`src/rtl/lockstep_fault_manager.sv`:
```
// Lockstep fault manager: pairs master/shadow commit strobes within a skew window,
// compares them, and sequences rollback retries or a sticky permanent fault.
module lockstep_fault_manager #(
  parameter int DATA_WIDTH = 32,
  parameter int SKEW_MAX   = 4,
  parameter int MAX_RETRY  = 3,
  parameter int CLEAN_RUN  = 16,
  parameter int CNT_WIDTH  = 8
) (
  input  logic                  clk,
  input  logic                  reset,
  input  logic [DATA_WIDTH-1:0] master_output,
  input  logic                  master_valid,
  input  logic [DATA_WIDTH-1:0] shadow_output,
  input  logic                  shadow_valid,
  input  logic                  rollback_ack,
  input  logic                  clear_fault,
  output logic                  match,
  output logic                  mismatch,
  output logic                  compare_done,
  output logic                  rollback_req,
  output logic                  core_hold,
  output logic                  fault,
  output logic [3:0]            retry_count,
  output logic [CNT_WIDTH-1:0]  error_count
);

  typedef enum logic [2:0] {RUN, WAIT_SHADOW, WAIT_MASTER, RECOVER, FAULT} state_t;

  localparam logic [3:0] SKEW_LAST  = 4'(SKEW_MAX - 1);
  localparam logic [3:0] MAX_R      = 4'(MAX_RETRY);
  localparam logic [7:0] CLEAN_LAST = 8'(CLEAN_RUN - 1);
  localparam logic [CNT_WIDTH-1:0] CNT_ONE = {{(CNT_WIDTH-1){1'b0}}, 1'b1};

  state_t                state, state_n;
  logic [DATA_WIDTH-1:0] held;
  logic [3:0]            timer;
  logic [7:0]            clean_cnt;
  logic                  ev, eq;

  // Compare event: a paired commit, a same-side repeat (desync) or a skew timeout.
  always_comb begin
    ev = 1'b0;
    eq = 1'b0;
    case (state)
      RUN: if (master_valid && shadow_valid) begin
        ev = 1'b1;
        eq = (master_output == shadow_output);
      end
      WAIT_SHADOW: if (shadow_valid) begin
        ev = 1'b1;
        eq = (held == shadow_output);
      end else if (master_valid || timer == SKEW_LAST) begin
        ev = 1'b1;
      end
      WAIT_MASTER: if (master_valid) begin
        ev = 1'b1;
        eq = (held == master_output);
      end else if (shadow_valid || timer == SKEW_LAST) begin
        ev = 1'b1;
      end
      default: ;
    endcase
  end

  always_ff @(posedge clk or negedge reset) begin
    if (!reset) state <= RUN;
    else        state <= state_n;
  end

  always_comb begin
    state_n = state;
    if (ev) begin
      if (eq)                       state_n = RUN;
      else if (retry_count < MAX_R) state_n = RECOVER;
      else                          state_n = FAULT;
    end else begin
      case (state)
        RUN: begin
          if (master_valid && !shadow_valid)      state_n = WAIT_SHADOW;
          else if (shadow_valid && !master_valid) state_n = WAIT_MASTER;
        end
        RECOVER: if (rollback_ack) state_n = RUN;
        FAULT:   if (clear_fault)  state_n = RUN;
        default: ;
      endcase
    end
  end

  always_comb begin
    rollback_req = (state == RECOVER);
    core_hold    = (state == RECOVER) || (state == FAULT);
    fault        = (state == FAULT);
  end

  // Timer is zero on entry to a wait state since waits are only entered from RUN.
  always_ff @(posedge clk or negedge reset) begin
    if (!reset) begin
      held  <= '0;
      timer <= '0;
    end else begin
      if (state == RUN && (master_valid ^ shadow_valid))
        held <= master_valid ? master_output : shadow_output;
      timer <= (state == WAIT_SHADOW || state == WAIT_MASTER) ? timer + 4'd1 : 4'd0;
    end
  end

  always_ff @(posedge clk or negedge reset) begin
    if (!reset) begin
      match        <= 1'b1;
      mismatch     <= 1'b0;
      compare_done <= 1'b0;
      retry_count  <= '0;
      error_count  <= '0;
      clean_cnt    <= '0;
    end else begin
      compare_done <= ev;
      if (ev && eq) begin
        match    <= 1'b1;
        mismatch <= 1'b0;
        if (clean_cnt == CLEAN_LAST) begin
          clean_cnt   <= '0;
          retry_count <= '0;
        end else begin
          clean_cnt <= clean_cnt + 8'd1;
        end
      end else if (ev) begin
        match     <= 1'b0;
        mismatch  <= 1'b1;
        clean_cnt <= '0;
        if (!(&error_count))        error_count <= error_count + CNT_ONE;
        if (retry_count < MAX_R)    retry_count <= retry_count + 4'd1;
      end else if (state == FAULT && clear_fault) begin
        match       <= 1'b1;
        mismatch    <= 1'b0;
        retry_count <= '0;
      end
    end
  end

endmodule
```
`config.mk`:
```
export PLATFORM = sky130hd
export DESIGN_NAME = lockstep_fault_manager
export DESIGN_NICKNAME = d
export VERILOG_FILES = /design/src/rtl/lockstep_fault_manager.sv
export SDC_FILE = /design/constraint.sdc
export NUM_CORES = 1
export LEC_CHECK = 0
export ABC_AREA = 0
export CAP_MARGIN = 0
export CORE_MARGIN = 5
export CORE_UTILIZATION = 56
export CTS_CLUSTER_SIZE = 25
export DETAILED_ROUTE_END_ITERATION = 7
export PLACE_DENSITY = 0.85
export SETUP_SLACK_MARGIN = 0.15
export SLEW_MARGIN = 30
export SYNTH_ARGS = -nofsm -noshare
export SYNTH_HDL_FRONTEND = slang
export SYNTH_SLANG_ARGS = --single-unit
```
`constraint.sdc`:
```
create_clock -name clk -period 4.1 [get_ports clk]
set_clock_uncertainty 0.1 [all_clocks]
set_input_delay 0.41 -clock clk [delete_from_list [all_inputs] [get_ports clk]]
set_output_delay 0.41 -clock clk [all_outputs]
set_load 0.02 [all_outputs]
```
Word level (Yosys, flattened, before mapping) --
Index checks and enable logic that the tools add are counted.
Operators by class: add/sub/neg operators 4, order comparisons 1, eq/ne operators 14, mux-type cells 34, bitwise operators 3, reductions and logical operators 20
Operators by type and width (count):
- $eq 32x32->1 | 3
- $mux 32 | 1
- $mux 4 | 6
- $mux 8 | 3
- $mux 3 | 7
- $add 8x1->8 const B | 2
- $mux 1 | 14
- $pmux 3 s3 | 1
- $add 4x1->4 const B | 2
- $eq 8x4->1 const B | 1
- $reduce_and 8->1 | 1
- $eq 3x2->1 const B | 2
- $logic_and 1x1->1 | 6
- $ne 3x2->1 const B | 2
- $pmux 1 s3 | 2
- $reduce_and 3->1 | 2
- $eq 4x2->1 const B | 1
- $logic_or 1x1->1 | 4
- $lt 4x2->1 const B | 1
- $ne 4x4->1 const B | 1
- $reduce_and 4->1 | 1
- $reduce_bool 4->1 | 1
- $eq 3x1->1 const B | 1
- $eq 3x3->1 const B | 1
- 8 further kinds | 10
Word-level totals: flip-flop bits (word level) 62, input port bits 70, output and inout port bits 18, word-level logic and storage cells 85

Depth between registers and ports, before layout --
Gate-level depths: netlist of run 1.
depth in word-level cells 8, gate-level depth with buffers 10, gate-level depth less buffers 9

Worst setup path after synthesis of run 1 --
OpenSTA, ideal clock, no wires.
path type input to register, from in master_valid, to reg held[10], setup time 0.077 ns, arrival 2.483 ns, required time 3.923 ns, setup slack 1.439 ns, cell stages on the path 8, buffers on the path 3, path through clkbuf_1 -> buf_1 -> inv_1 -> ha_1 -> nor4_2 -> clkbuf_1 -> nor2_1 -> a21oi_1
On the way: cells in the longest elaborated chain, start to end 2, elaborated cells between the ends (all ways) 3, classes of those cells 1 x mux; 1 x bitwise; 1 x reduce/logical
RTL lines:
- from (decl) | line 13 | input logic master_valid,
- $xor 1x1->1 | line 102 | if (state == RUN && (master_valid ^ shadow_valid))
- $logic_and 1x1->1 | line 102
- to (signal assigned) | line 103 | held <= master_valid ? master_output : shadow_output;
- to (decl) | line 36 | logic [DATA_WIDTH-1:0] held;
Several ways; a longest one is shown, not always the timed one. A chain may end at the register's enable or synchronous reset.

Worst setup path after layout of run 1 --
from reg state[0], to reg error_count[1]
On the way: cells in the longest elaborated chain, start to end 5, elaborated cells between the ends (all ways) 8, classes of those cells 2 x eq/ne; 2 x mux; 1 x bitwise; 3 x reduce/logical
RTL lines:
- from (decl) | line 35 | state_t state, state_n;
- from (signal assigned) | line 68 | else state <= state_n;
- $eq 3x2->1 (tied with other cells) | line 45 | case (state)
- $pmux 1 s3 | line 45
- $logic_and 1x1->1 | line 118 | if (ev && eq) begin
- $not 1->1 (no line)
- $reduce_and 3->1 (no line) (*)
- to (signal assigned) | line 131 | if (!(&error_count)) error_count <= error_count + CNT_ONE;
- to (decl) | line 25 | output logic [CNT_WIDTH-1:0] error_count
Every way passes the cells marked *; elsewhere a longest branch is shown, timed or not.

==> results of run 1 <==
placed cells by master, fill, tap and decap left out, drive strengths merged, types with 3 or more instances in the layout:
cell / instances
a21oi: 40
ha: 7
buf: 5
nand2: 15
nand2b: 3
and3: 7
nand4: 44
a22o: 3
nor2: 46
dfrtp: 61
clkbuf: 10
inv: 13
o21ai: 9
mux2i: 35
nor4: 9
clkinv: 3
clkdlybuf4s50: 85
nor3b: 3
xor2: 5
and2: 3
xnor2: 101
nand3: 23
a31oi: 4
nor3: 10
worst paths after layout:
| kind | end | slack (ns) | cells after the start | startpoint |
|---|---|---|---|---|
| min in group clk | match$_DFFE_PN1P_ | 0.36 | 2 | match$_DFFE_PN1P_ |
| setup reg to reg | error_count[1]$_DFFE_PN0P_ | 1.33 | 7 | state[0]$_DFFE_PN0P_ |
| hold reg to reg | match$_DFFE_PN1P_ | 0.36 | 2 | match$_DFFE_PN1P_ |
| setup / recovery | error_count[1]$_DFFE_PN0P_ | 1.33 | 7 | state[0]$_DFFE_PN0P_ |
| max in group asynchronous | match$_DFFE_PN1P_ | 2.95 | 2 | reset |
| hold / removal | held[6]$_DFFE_PN0P_ | 0.04 | 1 | reset |
power groups by stage:
stage          clock [mW]  sequential [mW]  combinational [mW]
2_1_floorplan           0             1.13                1.12
3_3_place_gp            0             1.13                1.60
3_5_place_dp            0             1.15                1.64
4_1_cts             0.511             1.14                1.65
5_1_grt             0.539             1.18                1.80
6_report            0.502             1.14                1.67
layer usage:
metal	wire, um	up-vias	part of all wire
met5	0	-	0
met4	256	0	0.020
met3	984	34	0.078
met2	5810	179	0.46
met1	5590	1941	0.44
li1	-	1864	-
cells by family (layout without fill, tap and decap cells):
kind of cell / after synthesis / after routing / synth area share
multiplexers: 37 / 37 / 0.0858
XOR/XNOR: 106 / 106 / 0.214
flip-flops: 62 / 62 / 0.357
adder cells (fa/ha/maj): 7 / 7 / 0.0202
buffers and inverters: 28 / 117 / 0.0323
AND/OR/NAND/NOR: 169 / 169 / 0.204
AO/OA/AOI/OAI: 65 / 65 / 0.0861
per-stage QoR:
| step | hold WS, ns | util |
|---|---|---|
| floorplan | 0.0144 | - |
| global placement | 0.353 | 0.688 |
| detailed placement | 0.354 | 0.688 |
| CTS | 0.0483 | 0.712 |
| global route | 0.0919 | 0.712 |
| finish | 0.0358 | 0.712 |
cell type report:
cell class,count,share of cell area
clock buffers,10,0.0253
clock inverters,6,0.00804
inverters,11,0.00758
multi-input cells,384,0.488
flip-flops and latches,62,0.285
well taps,102,0.0234
repair buffers,90,0.162
flip-flops by register name (all words and copies together) (netlist names):
name / flops
held: 32
mismatch: 1
timer: 4
match: 1
clean_cnt: 8
state: 3
compare_done: 1
error_count: 8
retry_count: 4
worst reg2reg max path, stage by stage, from the launching register on:
cell,delay (ns)
dfrtp_1,0.59
xor2_1,0.20
nand2b_1,0.15
o21a_1,0.38
a31oi_1,0.21
and3_1,0.57
o21ai_2,0.16
mux2_2,0.30
==> impl_metrics.json, run 1 <==
{
  "fin_setup_tns_ns": 0,
  "remaining_drc_errors": 0,
  "pre_cts_ws_ns": 1.08,
  "dp_cells": 649,
  "areaGrowthSynthToFinish_pct": 25.4,
  "critPathRequiredTime_ns": 4.23,
  "top_usage_layer": "met2",
  "seqCellArea_mm2": 0.00155,
  "grt.met2_usage": 0.418,
  "p_int_mw": 1.83,
  "postPlaceCellArea_mm2": 0.00527,
  "start_util": 0.568,
  "rsz0062_at_grt": "no",
  "nets": 635,
  "max-cap-violations": 0,
  "p_per_area_mw_per_mm2": 609,
  "yosys.area.top_type": "dfrtp_1",
  "fmax_mhz": 361,
  "synth-seq-area-share": 0.357,
  "postRouteAntennaNets": 0,
  "ctsRootBufferMaster": "clkbuf_8",
  "core_mm2": 0.00765,
  "antenna_found_initial": 0,
  "yosys_warnings": 0,
  "synth-async-reset-ratio": 1.00,
  "synth_area_per_cell_um2": 9.16,
  "maxSlewHeadroom": 0.481,
  "path_buf_inv": 0,
  "design_area_mm2": 0.00545,
  "fillCellCount": 612,
  "ys_seq_elements": 62,
  "power.switching_mw": 1.49,
  "ys_top_cells_by_count": "xnor2_1, dfrtp_1, nor2_1",
  "hold_viol": 0,
  "worstPathMaxFanout": 16,
  "htreeDepth": 3,
  "yosys.cell_count.top_type": "xnor2_1",
  "hpwl_um": 9850,
  "critPathTopFamily": "compound AO/OA/AOI/OAI gates",
  "dieArea_mm2": 0.00962,
  "antennaDiodeCount": 0,
  "fin_crit_sh": 0.675,
  "fin_ws_ns": 1.33,
  "hold_path_class": "in -> async",
  "gp_congestion": 0.963,
  "final_cells": 665,
  "num_io_pins": 88,
  "post_cts_resized": 0,
  "worst_path_max_delay_cell": "dfrtp_1",
  "wirelength_um": 12600,
  "std_cell_rows": 32,
  "ys.flop_type": "dfrtp_1",
  "clk_path_buf_depth": 2,
  "yosysUniqueCellTypes": 41,
  "swShare": 0.449,
  "outcome": "finished, final reports clean",
  "grt_pass1_wl_um": 20300,
  "synth_enable_flop_cells": 0,
  "gr-total-overflow": 0,
  "cts_setup_buffers": 0,
  "p_leak_nw": 2.07,
  "first_iter_violations": 324,
  "avgRoutedWirePerCell_um": 19.0,
  "report.final.slew_viol_count": 0,
  "synth.top_cell.area_share": 0.351,
  "crit_type": "reg -> reg",
  "viasPerCell": 6.04,
  "critPathMaxStageDelay_ns": 0.59,
  "worstPathArrival_ns": 2.90,
  "grt_pass1_vias": 3996,
  "grt_use_met1": 0.359,
  "grt_start_max_net_pins": 65,
  "cp-end-kind": "register",
  "tightest_slew_ns": 0.778,
  "finalCriticalPeriod_ns": 2.77,
  "vias": 4018,
  "met3_usage": 0.0643,
  "drive_gt1_frac": 0.0497,
  "path_cells": "xor2_1, nand2b_1, o21a_1, a31oi_1, and3_1, o21ai_2, mux2_2",
  "combPwrFrac": 0.504,
  "syn_area_mm2": 0.00434,
  "ctsHoldBuffers": 0,
  "clk_latency_ns": 0.35,
  "drt_first_pass_iters": 5,
  "die_h_um": 98.1,
  "finalSetupViolCount": 0,
  "grt.total_usage": 0.263,
  "die_w_um": 98.1,
  "numClockSinks": 62,
  "start_kind": "register",
  "power_frac_clock": 0.151,
  "cts_made_buffers": 9,
  "cts_tree": "yes",
  "port-buffer-count": 87,
  "syn_inst": 474,
  "path_clk_slew_ns": 0.07,
  "netlist_top_cells_area": "dfrtp_1, xnor2_1, mux2i_1",
  "p_seq_frac": 0.345,
  "synthesis.nets": 551,
  "irDropWorstVdd_v": 0.000347,
  "multi_input_area_mm2": 0.00266,
  "power.total_mw": 3.32
}
(Power assumes the default switching activity.)
==> inputs of run 2 (changes only) <==
- CORE_UTILIZATION: 56 -> 47
- PLACE_DENSITY: 0.85 -> 0.76
- clock period: 4.1 -> 2.25 ns (I/O delays scaled with it)
==> run 2 against run 1 <==
  * Sequential share of layout area down 6.0 points
  * Via count grew 11%
  * Die area is 17% higher
  * Largest cell class unchanged
  * Final cell count up 20%
  * Cell area grew 27%
  * Highest routed layer unchanged
  * Sequential cell count unchanged
  * Total power rose by 140%
  * Critical path depth grew 2
  * Register-to-register slack lost 1.3 ns
  * Sequential power is 81% higher
  * Hold slack improved by 0.28 ns
  * Global-route usage increased by 0.68 points
==> impl_metrics.json, run 2 (synthesis gave the netlist of run 1 again) <==
{
  "remaining_drc_errors": 0,
  "largest_register_ffs": 32,
  "r2r_slack_ns": 0.03,
  "grt.total_usage": 0.270,
  "r2r_end": "error_count[6]$_DFFE_PN0P_",
  "antennaDiodeCount": 0,
  "areaGrowthSynthToFinish_pct": 59.4,
  "critPathTopFamily": "simple AND/OR/NAND/NOR gates",
  "postRouteAntennaNets": 0,
  "mostFrequentLayoutCell": "buf_4",
  "layout_common_cells": "buf_4, clkdlybuf4s50_1, xnor2_1",
  "worstPathArrival_ns": 2.36,
  "p_int_mw": 4.82,
  "drive_gt1_frac": 0.323,
  "grt_pass1_vias": 4726,
  "power_frac_clock": 0.139,
  "maxSlewHeadroom": 0.590,
  "top_regs": "held: 32 flops, clean_cnt: 8 flops, error_count: 8 flops",
  "port-buffer-count": 87,
  "final_cells": 798,
  "num_io_pins": 88,
  "power.switching_mw": 3.30,
  "nets": 759,
  "gr-total-overflow": 0,
  "vias": 4464,
  "worst_path_max_delay_cell": "dfrtp_1",
  "critPathMaxStageDelay_ns": 0.41,
  "path_cells": "xnor2_1, buf_4, nand4_1, nor4_2, buf_4, nand3_2, and3_4, nand4_1, mux2_4",
  "r2r-start": "held[6]$_DFFE_PN0P_",
  "htreeDepth": 3,
  "worstPathMaxFanout": 8,
  "critPathRequiredTime_ns": 2.39,
  "gp_congestion": 0.954,
  "p_per_area_mw_per_mm2": 1170,
  "start_util": 0.477,
  "rsz0062_at_grt": "yes",
  "largest-register": "held",
  "hold_slack_ns": 0.314,
  "finalCriticalPeriod_ns": 2.22,
  "die_w_um": 106,
  "std_cell_rows": 35,
  "cts_tree": "yes",
  "p_seq_frac": 0.254,
  "startpoint": "held[6]$_DFFE_PN0P_",
  "avgRoutedWirePerCell_um": 18.7,
  "antenna_found_initial": 0,
  "report.final.slew_viol_count": 0,
  "wirelength_um": 14900,
  "max-cap-violations": 0,
  "fin_setup_tns_ns": 0,
  "clk_latency_ns": 0.35,
  "fin_crit_sh": 0.987,
  "start_kind": "register",
  "crit_type": "reg -> reg",
  "ctsRootBufferMaster": "clkbuf_8",
  "cts_made_buffers": 9,
  "endpoint": "error_count[6]$_DFFE_PN0P_",
  "drt_first_pass_iters": 5,
  "path_clk_slew_ns": 0.08,
  "combPwrFrac": 0.607,
  "tightest_slew_ns": 0.615,
  "path_depth": 9,
  "first_iter_violations": 242,
  "dp_cells": 770,
  "outcome": "finished, final reports clean",
  "hpwl_um": 11200,
  "grt_start_max_net_pins": 65,
  "viasPerCell": 5.59,
  "swShare": 0.407,
  "grt_pass1_wl_um": 24000,
  "core_mm2": 0.00911,
  "irDropWorstVdd_v": 0.000741,
  "finalSetupViolCount": 0,
  "numClockSinks": 62,
  "worst_r2r_path_depth": 9,
  "cp-end-kind": "register",
  "dieArea_mm2": 0.0113,
  "fmax_mhz": 450,
  "die_h_um": 106,
  "hold_viol": 0,
  "p_leak_nw": 2.90,
  "path_buf_inv": 2,
  "clk_path_buf_depth": 2,
  "hold_path_class": "in -> async"
}
-- run 2: area by class of cell --
cell class	instances	area (um^2)
Multi-Input combinational cell	384	3080
Fill cell	654	2180
Timing Repair Buffer	214	1880
Sequential cell	62	1560
Tap cell	111	139
Clock buffer	9	124
Clock inverter	7	97.6
Inverter	11	41.3
-- run 2: routing by layer --
layer | vias up | share of wire | GRT usage
li1 | 2113 | - | -
met1 | 2185 | 0.44 | 0.370
met2 | 139 | 0.50 | 0.443
met3 | 27 | 0.043 | 0.0358
met4 | 0 | 0.020 | 0.0842
met5 | - | 0 | 0
-- run 2: how the worst min path moves through the flow --
stage	from	end	slack, ns	cells past startpoint
after floorplan	reset	clean_cnt[0]$_DFFE_PN0P_	-0.17	0
after global placement	reset	held[4]$_DFFE_PN0P_	0.17	1
after detailed placement	reset	held[4]$_DFFE_PN0P_	0.16	1
after CTS	reset	held[26]$_DFFE_PN0P_	0.32	2
after global routing	master_output[17]	held[17]$_DFFE_PN0P_	0.34	3
final	reset	held[26]$_DFFE_PN0P_	0.31	2
-- run 2: per-stage QoR --
step / cell area (um^2) / total power [mW] / worst slack (ns) / util
floorplan: 4370 / 4.14 / 0.110 / -
global placement: 6160 / 5.99 / -0.453 / 0.677
detailed placement: 6160 / 6.12 / -0.483 / 0.677
CTS: 6760 / 7.77 / 0.0710 / 0.743
global route: 6920 / 8.63 / -0.0779 / 0.760
finish: 6920 / 8.12 / 0.0298 / 0.760
-- run 2: repair_timing --
action	in CTS	in global routing
hold buffers	1	0
pin swaps	28	15
endpoints found under the hold margin	22	0
gates resized for setup	74	29
setup buffers	7	4
setup endpoints to repair	27	28
-- run 2: power by group through the flow --
stage | logic, mW | clock network [mW] | registers [mW]
after floorplan | 2.07 | 0 | 2.07
after global placement | 4.03 | 0 | 1.96
after detailed placement | 4.13 | 0 | 1.99
after CTS | 4.60 | 1.14 | 2.04
after global routing | 5.30 | 1.20 | 2.13
final | 4.93 | 1.13 | 2.06
